## src/rtl/seq_serializer_if.sv

```systemverilog
// Load handshake and serial output bundle for seq_serializer.
//   master: producer/observer side (drives load_data, load_valid, bit_en)
//   slave : serializer side (drives load_ready, dout, dout_valid,
//           frame_start, word_done, bit_idx)
interface seq_serializer_if #(
    parameter int unsigned WIDTH = 8
);
    localparam int unsigned IW = $clog2(WIDTH);

    logic [WIDTH-1:0] load_data;
    logic             load_valid;
    logic             load_ready;
    logic             bit_en;
    logic             dout;
    logic             dout_valid;
    logic             frame_start;
    logic             word_done;
    logic [IW-1:0]    bit_idx;

    modport master (
        output load_data, load_valid, bit_en,
        input  load_ready, dout, dout_valid, frame_start, word_done, bit_idx
    );

    modport slave (
        input  load_data, load_valid, bit_en,
        output load_ready, dout, dout_valid, frame_start, word_done, bit_idx
    );
endinterface

```

## src/rtl/seq_serializer.sv

```systemverilog
// Parallel-to-serial front end for the bit-serial sequence detector.
// Accepts WIDTH-bit words over valid/ready, holds one extra word in a pending
// buffer and emits one bit per bit_en strobe on a registered dout.
// Ports:
//   clk   - rising-edge clock
//   reset - asynchronous active-high reset
//   bus   - seq_serializer_if.slave: load_data/load_valid/load_ready,
//           bit_en, dout, dout_valid, frame_start, word_done (comb), bit_idx
module seq_serializer #(
    parameter int unsigned WIDTH     = 8,
    parameter bit          MSB_FIRST = 1'b1,
    parameter bit          IDLE_BIT  = 1'b0
) (
    input  logic              clk,
    input  logic              reset,
    seq_serializer_if.slave   bus
);
    localparam int unsigned   IW   = $clog2(WIDTH);
    localparam logic [IW-1:0] LAST = IW'(WIDTH - 1);

    localparam logic [0:0] S_IDLE  = 1'b0;
    localparam logic [0:0] S_SHIFT = 1'b1;

    logic [0:0]       state, state_n;
    logic [WIDTH-1:0] sh, sh_n;
    logic [WIDTH-1:0] pend, pend_n;
    logic             pend_v, pend_v_n;
    logic [IW-1:0]    idx, idx_n;
    logic             dout_q, dout_n;
    logic             dout_valid_q, dout_valid_n;
    logic             frame_start_q, frame_start_n;

    logic             accept;
    logic             last_retire;
    logic [IW-1:0]    pos_n;

    // Handshake and end-of-word flags seen by the next-state logic.
    assign accept      = bus.load_valid & ~pend_v;
    assign last_retire = (state == S_SHIFT) & bus.bit_en & (idx == LAST);

    // State register; dout and its qualifiers are computed from next state.
    always_ff @(posedge clk or posedge reset) begin
        if (reset) begin
            state         <= S_IDLE;
            sh            <= '0;
            pend          <= '0;
            pend_v        <= 1'b0;
            idx           <= '0;
            dout_q        <= IDLE_BIT;
            dout_valid_q  <= 1'b0;
            frame_start_q <= 1'b0;
        end else begin
            state         <= state_n;
            sh            <= sh_n;
            pend          <= pend_n;
            pend_v        <= pend_v_n;
            idx           <= idx_n;
            dout_q        <= dout_n;
            dout_valid_q  <= dout_valid_n;
            frame_start_q <= frame_start_n;
        end
    end

    // Next-state logic.
    always_comb begin
        state_n  = state;
        sh_n     = sh;
        pend_n   = pend;
        pend_v_n = pend_v;
        idx_n    = idx;

        case (state)
            S_IDLE: begin
                if (accept) begin
                    sh_n    = bus.load_data;
                    idx_n   = '0;
                    state_n = S_SHIFT;
                end
            end
            S_SHIFT: begin
                // A word arriving on the last-bit edge bypasses pend.
                if (accept && !last_retire) begin
                    pend_n   = bus.load_data;
                    pend_v_n = 1'b1;
                end
                if (bus.bit_en) begin
                    if (idx != LAST) begin
                        idx_n = idx + IW'(1);
                    end else if (pend_v) begin
                        sh_n     = pend;
                        pend_v_n = 1'b0;
                        idx_n    = '0;
                    end else if (accept) begin
                        sh_n  = bus.load_data;
                        idx_n = '0;
                    end else begin
                        idx_n   = '0;
                        state_n = S_IDLE;
                    end
                end
            end
            default: begin
                state_n  = S_IDLE;
                pend_v_n = 1'b0;
                idx_n    = '0;
            end
        endcase
    end

    // Registered output values derived from the next state.
    always_comb begin
        pos_n         = MSB_FIRST ? (LAST - idx_n) : idx_n;
        dout_n        = IDLE_BIT;
        dout_valid_n  = 1'b0;
        frame_start_n = 1'b0;
        if (state_n == S_SHIFT) begin
            dout_n        = sh_n[pos_n];
            dout_valid_n  = 1'b1;
            frame_start_n = (idx_n == '0);
        end
    end

    assign bus.load_ready  = ~pend_v;
    assign bus.word_done   = last_retire;
    assign bus.bit_idx     = idx;
    assign bus.dout        = dout_q;
    assign bus.dout_valid  = dout_valid_q;
    assign bus.frame_start = frame_start_q;

endmodule

```

## src/flat_wrapper.sv

```systemverilog
// flat-port wrapper written by rule: the top's interface ports become plain ports
module seq_serializer_flat 
#(
    parameter int unsigned WIDTH     = 8,
    parameter bit          MSB_FIRST = 1'b1,
    parameter bit          IDLE_BIT  = 1'b0
)
  (clk, reset, bus_load_data, bus_load_valid, bus_bit_en, bus_load_ready, bus_dout, bus_dout_valid, bus_frame_start, bus_word_done, bus_bit_idx);
  seq_serializer_if #(.WIDTH(WIDTH)) bus_i ();
  input  logic clk;
  input  logic reset;
  input wire logic [$bits(bus_i.load_data)-1:0] bus_load_data;
  input wire logic [$bits(bus_i.load_valid)-1:0] bus_load_valid;
  input wire logic [$bits(bus_i.bit_en)-1:0] bus_bit_en;
  output wire logic [$bits(bus_i.load_ready)-1:0] bus_load_ready;
  output wire logic [$bits(bus_i.dout)-1:0] bus_dout;
  output wire logic [$bits(bus_i.dout_valid)-1:0] bus_dout_valid;
  output wire logic [$bits(bus_i.frame_start)-1:0] bus_frame_start;
  output wire logic [$bits(bus_i.word_done)-1:0] bus_word_done;
  output wire logic [$bits(bus_i.bit_idx)-1:0] bus_bit_idx;
  assign bus_i.load_data = bus_load_data;
  assign bus_i.load_valid = bus_load_valid;
  assign bus_i.bit_en = bus_bit_en;
  assign bus_load_ready = bus_i.load_ready;
  assign bus_dout = bus_i.dout;
  assign bus_dout_valid = bus_i.dout_valid;
  assign bus_frame_start = bus_i.frame_start;
  assign bus_word_done = bus_i.word_done;
  assign bus_bit_idx = bus_i.bit_idx;
  seq_serializer #(.WIDTH(WIDTH), .MSB_FIRST(MSB_FIRST), .IDLE_BIT(IDLE_BIT)) u_core (.clk(clk), .reset(reset), .bus(bus_i));
endmodule
```

## config.mk

```make
export PLATFORM = sky130hd
export DESIGN_NAME = seq_serializer_flat
export DESIGN_NICKNAME = d
export VERILOG_FILES = /design/src/rtl/seq_serializer_if.sv /design/src/rtl/seq_serializer.sv /design/src/flat_wrapper.sv
export SDC_FILE = /design/constraint.sdc
export NUM_CORES = 1
export LEC_CHECK = 0
export ABC_CLOCK_PERIOD_IN_PS = 2100
export BUFFER_PORTS_ARGS = -buffer_cell sky130_fd_sc_hd__buf_4
export CAP_MARGIN = 20
export CORE_ASPECT_RATIO = 1.5
export CORE_MARGIN = 8
export CORE_UTILIZATION = 50
export DETAILED_ROUTE_END_ITERATION = 8
export PLACE_DENSITY = 0.74
export RECOVER_POWER = 50
export SLEW_MARGIN = 20
export SYNTH_ARGS = -nofsm -noshare
export SYNTH_HDL_FRONTEND = slang
export SYNTH_SLANG_ARGS = --single-unit
```

## constraint.sdc

```tcl
create_clock -name clk -period 2.1 [get_ports clk]
set_clock_uncertainty 0.05 [all_clocks]
set_input_delay 0.42 -clock clk [delete_from_list [all_inputs] [get_ports clk]]
set_output_delay 0.42 -clock clk [all_outputs]
set_load 0.03 [all_outputs]
```

==> summary.txt <==
Critical path
  • Critical setup path kind: reg2reg
  • Largest fanout on the critical path: 5
  • WP buf/inv: 0
  • Worst stage delay on the critical path: between 0.5 and 0.6 ns
  • Startpoint types: register
  • Worst R2R Path Depth: 8
  • Flop2flop setup slack: -0.001 ns
  • Crit path DAT: 2.23 ns
  • CP max-delay cell: or4_4
  • Cell family with most CP delay: simple AND/OR/NAND/NOR gates
  • Worst setup EP type: register
  • Reg-to-Reg Start: u_core.bus.bit_idx[1]
  • WP data required: 2.23 ns
  • Worst r2r dst: u_core.bus.dout
  • Crit path cell chain: ha_4 -> ha_4 -> and2_4 -> o211ai_1 -> a32oi_2 -> nor3b_2 -> or4_4 -> o211ai_1

Global routing
  • Vias in the first global route: 1276
  • Pin count of the biggest net entering global routing: 14
  • First-pass GRT wire length: roughly 6 mm
  • Residual overflow from global routing: 0
  • Initial antenna violation count: 0
  • GRT Util Overall: roughly 17%

Floorplan
  • Die Y: 79.6 um
  • Site row count: 23
  • Die area: 4650 um2
  • Core area: 2620 um2
  • Initial Util: 51.5%
  • Die Wd: slightly below 60 um
  • I/O pins: 20

Synth
  • Synth cell count leaders: nand2_1, dfrtp_1, mux2_2, o21ai_0, mux2i_1
  • Top post-synthesis cells by area: dfrtp_1, mux2_2, nand2_1
  • Mean Syn Cell Area: 9.70 um2
  • Top cell type's share of synthesized area: 42.7%
  • FFs w/ async S/R, synth: 100%
  • EDFF count, synth: 0
  • Sequential fraction of the synthesis area: 42.7%
  • Synth Instances: 139
  • Syn nets: ~150
  • YS warnings: 0
  • Cell variety after synth: 38
  • Most frequent cell after synthesis: nand2_1
  • Top_reg_cell synth: dfrtp_1
  • Synth Register Bits: 23
  • Synth Cell Area: 1350 um2
  • Post-synth top area cell: dfrtp_1

Finish
  • Area occupied by multi-input gates: 774 um2
  • Layout cells sized above 1: ~38%
  • # fillers: about 220
  • Synthesis-to-finish area growth: 28.5%
  • Final instance area: 1730 um2
  • Post-Layout Cell Count: 210
  • Nets: 189
  • Number of diodes: 0
  • Register area: 578 um2

Power and ir drop
  • Pwr dens: 1550 nW/um2
  • Pleak: 0.798 nW
  • VDD IR max: 797 uV

Clocking
  • TritonCTS clock tree: built
  • CTS sink cnt: 23
  • CTS root buf: clkbuf_8
  • Max clock buf depth: 2
  • Total CTS buffers: 3
  • Clock Latency Late Sink: ~0.26 ns
  • Clock-pin slew on the worst setup and hold paths: roughly 0.080 ns
  • Depth of the CTS H-tree: 1

Job
  • MaxCap Viol Count: 0

Timing
  • Max-slew headroom: 49.0%
  • Fin. max-slew vios: 0
  • Unrepaired setup endpoints after global routing: true
  • Hold Violations, Final: 0
  • Period minus WS final: 2.10 ns
  • Worst Tran Pin Value: 0.766 ns
  • Max Freq: 476 MHz
  • Final setup fails: 1
  • Fin crit share: 100%
  • PnR worst setup slack: -0.00126 ns

Placement
  • Post-DP Area: 1630 um2
  • PortBufs: 19
  • Placed Cells: 203
  • HPWL after DPL: 2.80 mm
  • Pre-CTS setup slack: -0.0959 ns
  • RePlAce Congestion: 0.913

Drt
  • Vias/cell: between 6 and 7
  • Post-route antenna net violation count: 0
  • Pre-antenna DRT Iters: 4
  • Remaining DRCs: 0
  • Vias: 1265
  • Post-Route WL: around 3.8 mm
  • Starting DRT DRC Count: 63
  • WL/cell: 18.2 um

Run status
  • Status: finished with violations
  • Failing checks: setup timing

Worst hold path
  • HP Class: in2async
==> metrics by stage <==
stage,setup TNS [ns],utilization (%),hold slack (ns),power [mW]
6_report,-0.00126,66.2,0.0974,2.68
5_1_grt,-0.0322,66.2,0.133,2.84
4_1_cts,0,65.7,0.112,2.62
3_5_place_dp,-0.0959,62.3,0.400,2.24
3_3_place_gp,-0.0246,62.3,0.385,2.17
2_1_floorplan,-0.0520,-,0.372,1.76
==> what timing repair did <==
item / CTS / global route
setup buffers: 3 / 0
endpoints found under the setup margin: 1 / 1
gates resized for setup: 7 / 6
hold buffers: 0 / 0
pin swaps: 3 / 2
==> kinds of logic (layout without fill, tap and decap cells) <==
kind of cell	count (synthesis)	count (layout)	share of synthesized area [%]
buffers and inverters	12	46	5.29
AO/OA/AOI/OAI	36	36	17.8
flip-flops	23	23	42.7
adder cells (fa/ha/maj)	3	3	2.78
AND/OR/NAND/NOR	49	49	18.6
multiplexers	16	16	12.8
==> cell type report <==
cell class / count / area share (%)
flip-flops and latches: 23 / 33.4
repair buffers: 38 / 15.8
inverters: 4 / 0.866
clock buffers: 4 / 2.60
well taps: 37 / 2.67
multi-input cells: 104 / 44.7
==> report_power, final <==
group          internal (mW)  switching [mW]
clock network          0.135           0.143
logic                  0.723           0.843
registers              0.669           0.165
total                   1.53            1.15
==> worst max path at each step <==
stage,start,endpoint,depth (start not counted)
after CTS,u_core.bus.bit_idx[0],u_core.bus.dout,8
after global routing,u_core.bus.bit_idx[1],u_core.bus.dout,8
after global placement,u_core.bus.bit_idx[1],u_core.bus.dout,8
after floorplan,u_core.bus.bit_idx[0],u_core.bus.dout,9
final,u_core.bus.bit_idx[1],u_core.bus.dout,8
after detailed placement,u_core.bus.bit_idx[1],u_core.bus.dout,8
==> per-layer routing <==
layer / vias to the layer above / track usage, % / part of all wire [%]
met5: - / 0 / 0
met4: 0 / 7.39 / 1.6
met3: 7 / 3.23 / 6.0
met1: 631 / 17.1 / 36
li1: 575 / - / -
met2: 52 / 31.8 / 56
==> placed cells by master (no fill, tap or decap), types with 3 or more instances in the layout <==
cell type,instances
clkbuf_8,3
dfrtp_1,21
o21ai_0,9
clkbuf_1,4
nor2_1,3
o211ai_1,5
nand2_1,25
a31oi_1,3
mux2_2,10
buf_4,34
mux2i_1,6
inv_1,4
o21ai_2,3
nand2b_1,4
==> state kept, by name (all words and copies together) (netlist names) <==
register / flops
u_core.bus.bit_idx: 3
u_core.bus.dout: 1
u_core.pend: 8
u_core.pend_v: 1
u_core.sh: 8
u_core.bus.frame_start: 1
u_core.bus.dout_valid: 1
Power figures use the tool's default switching activity.
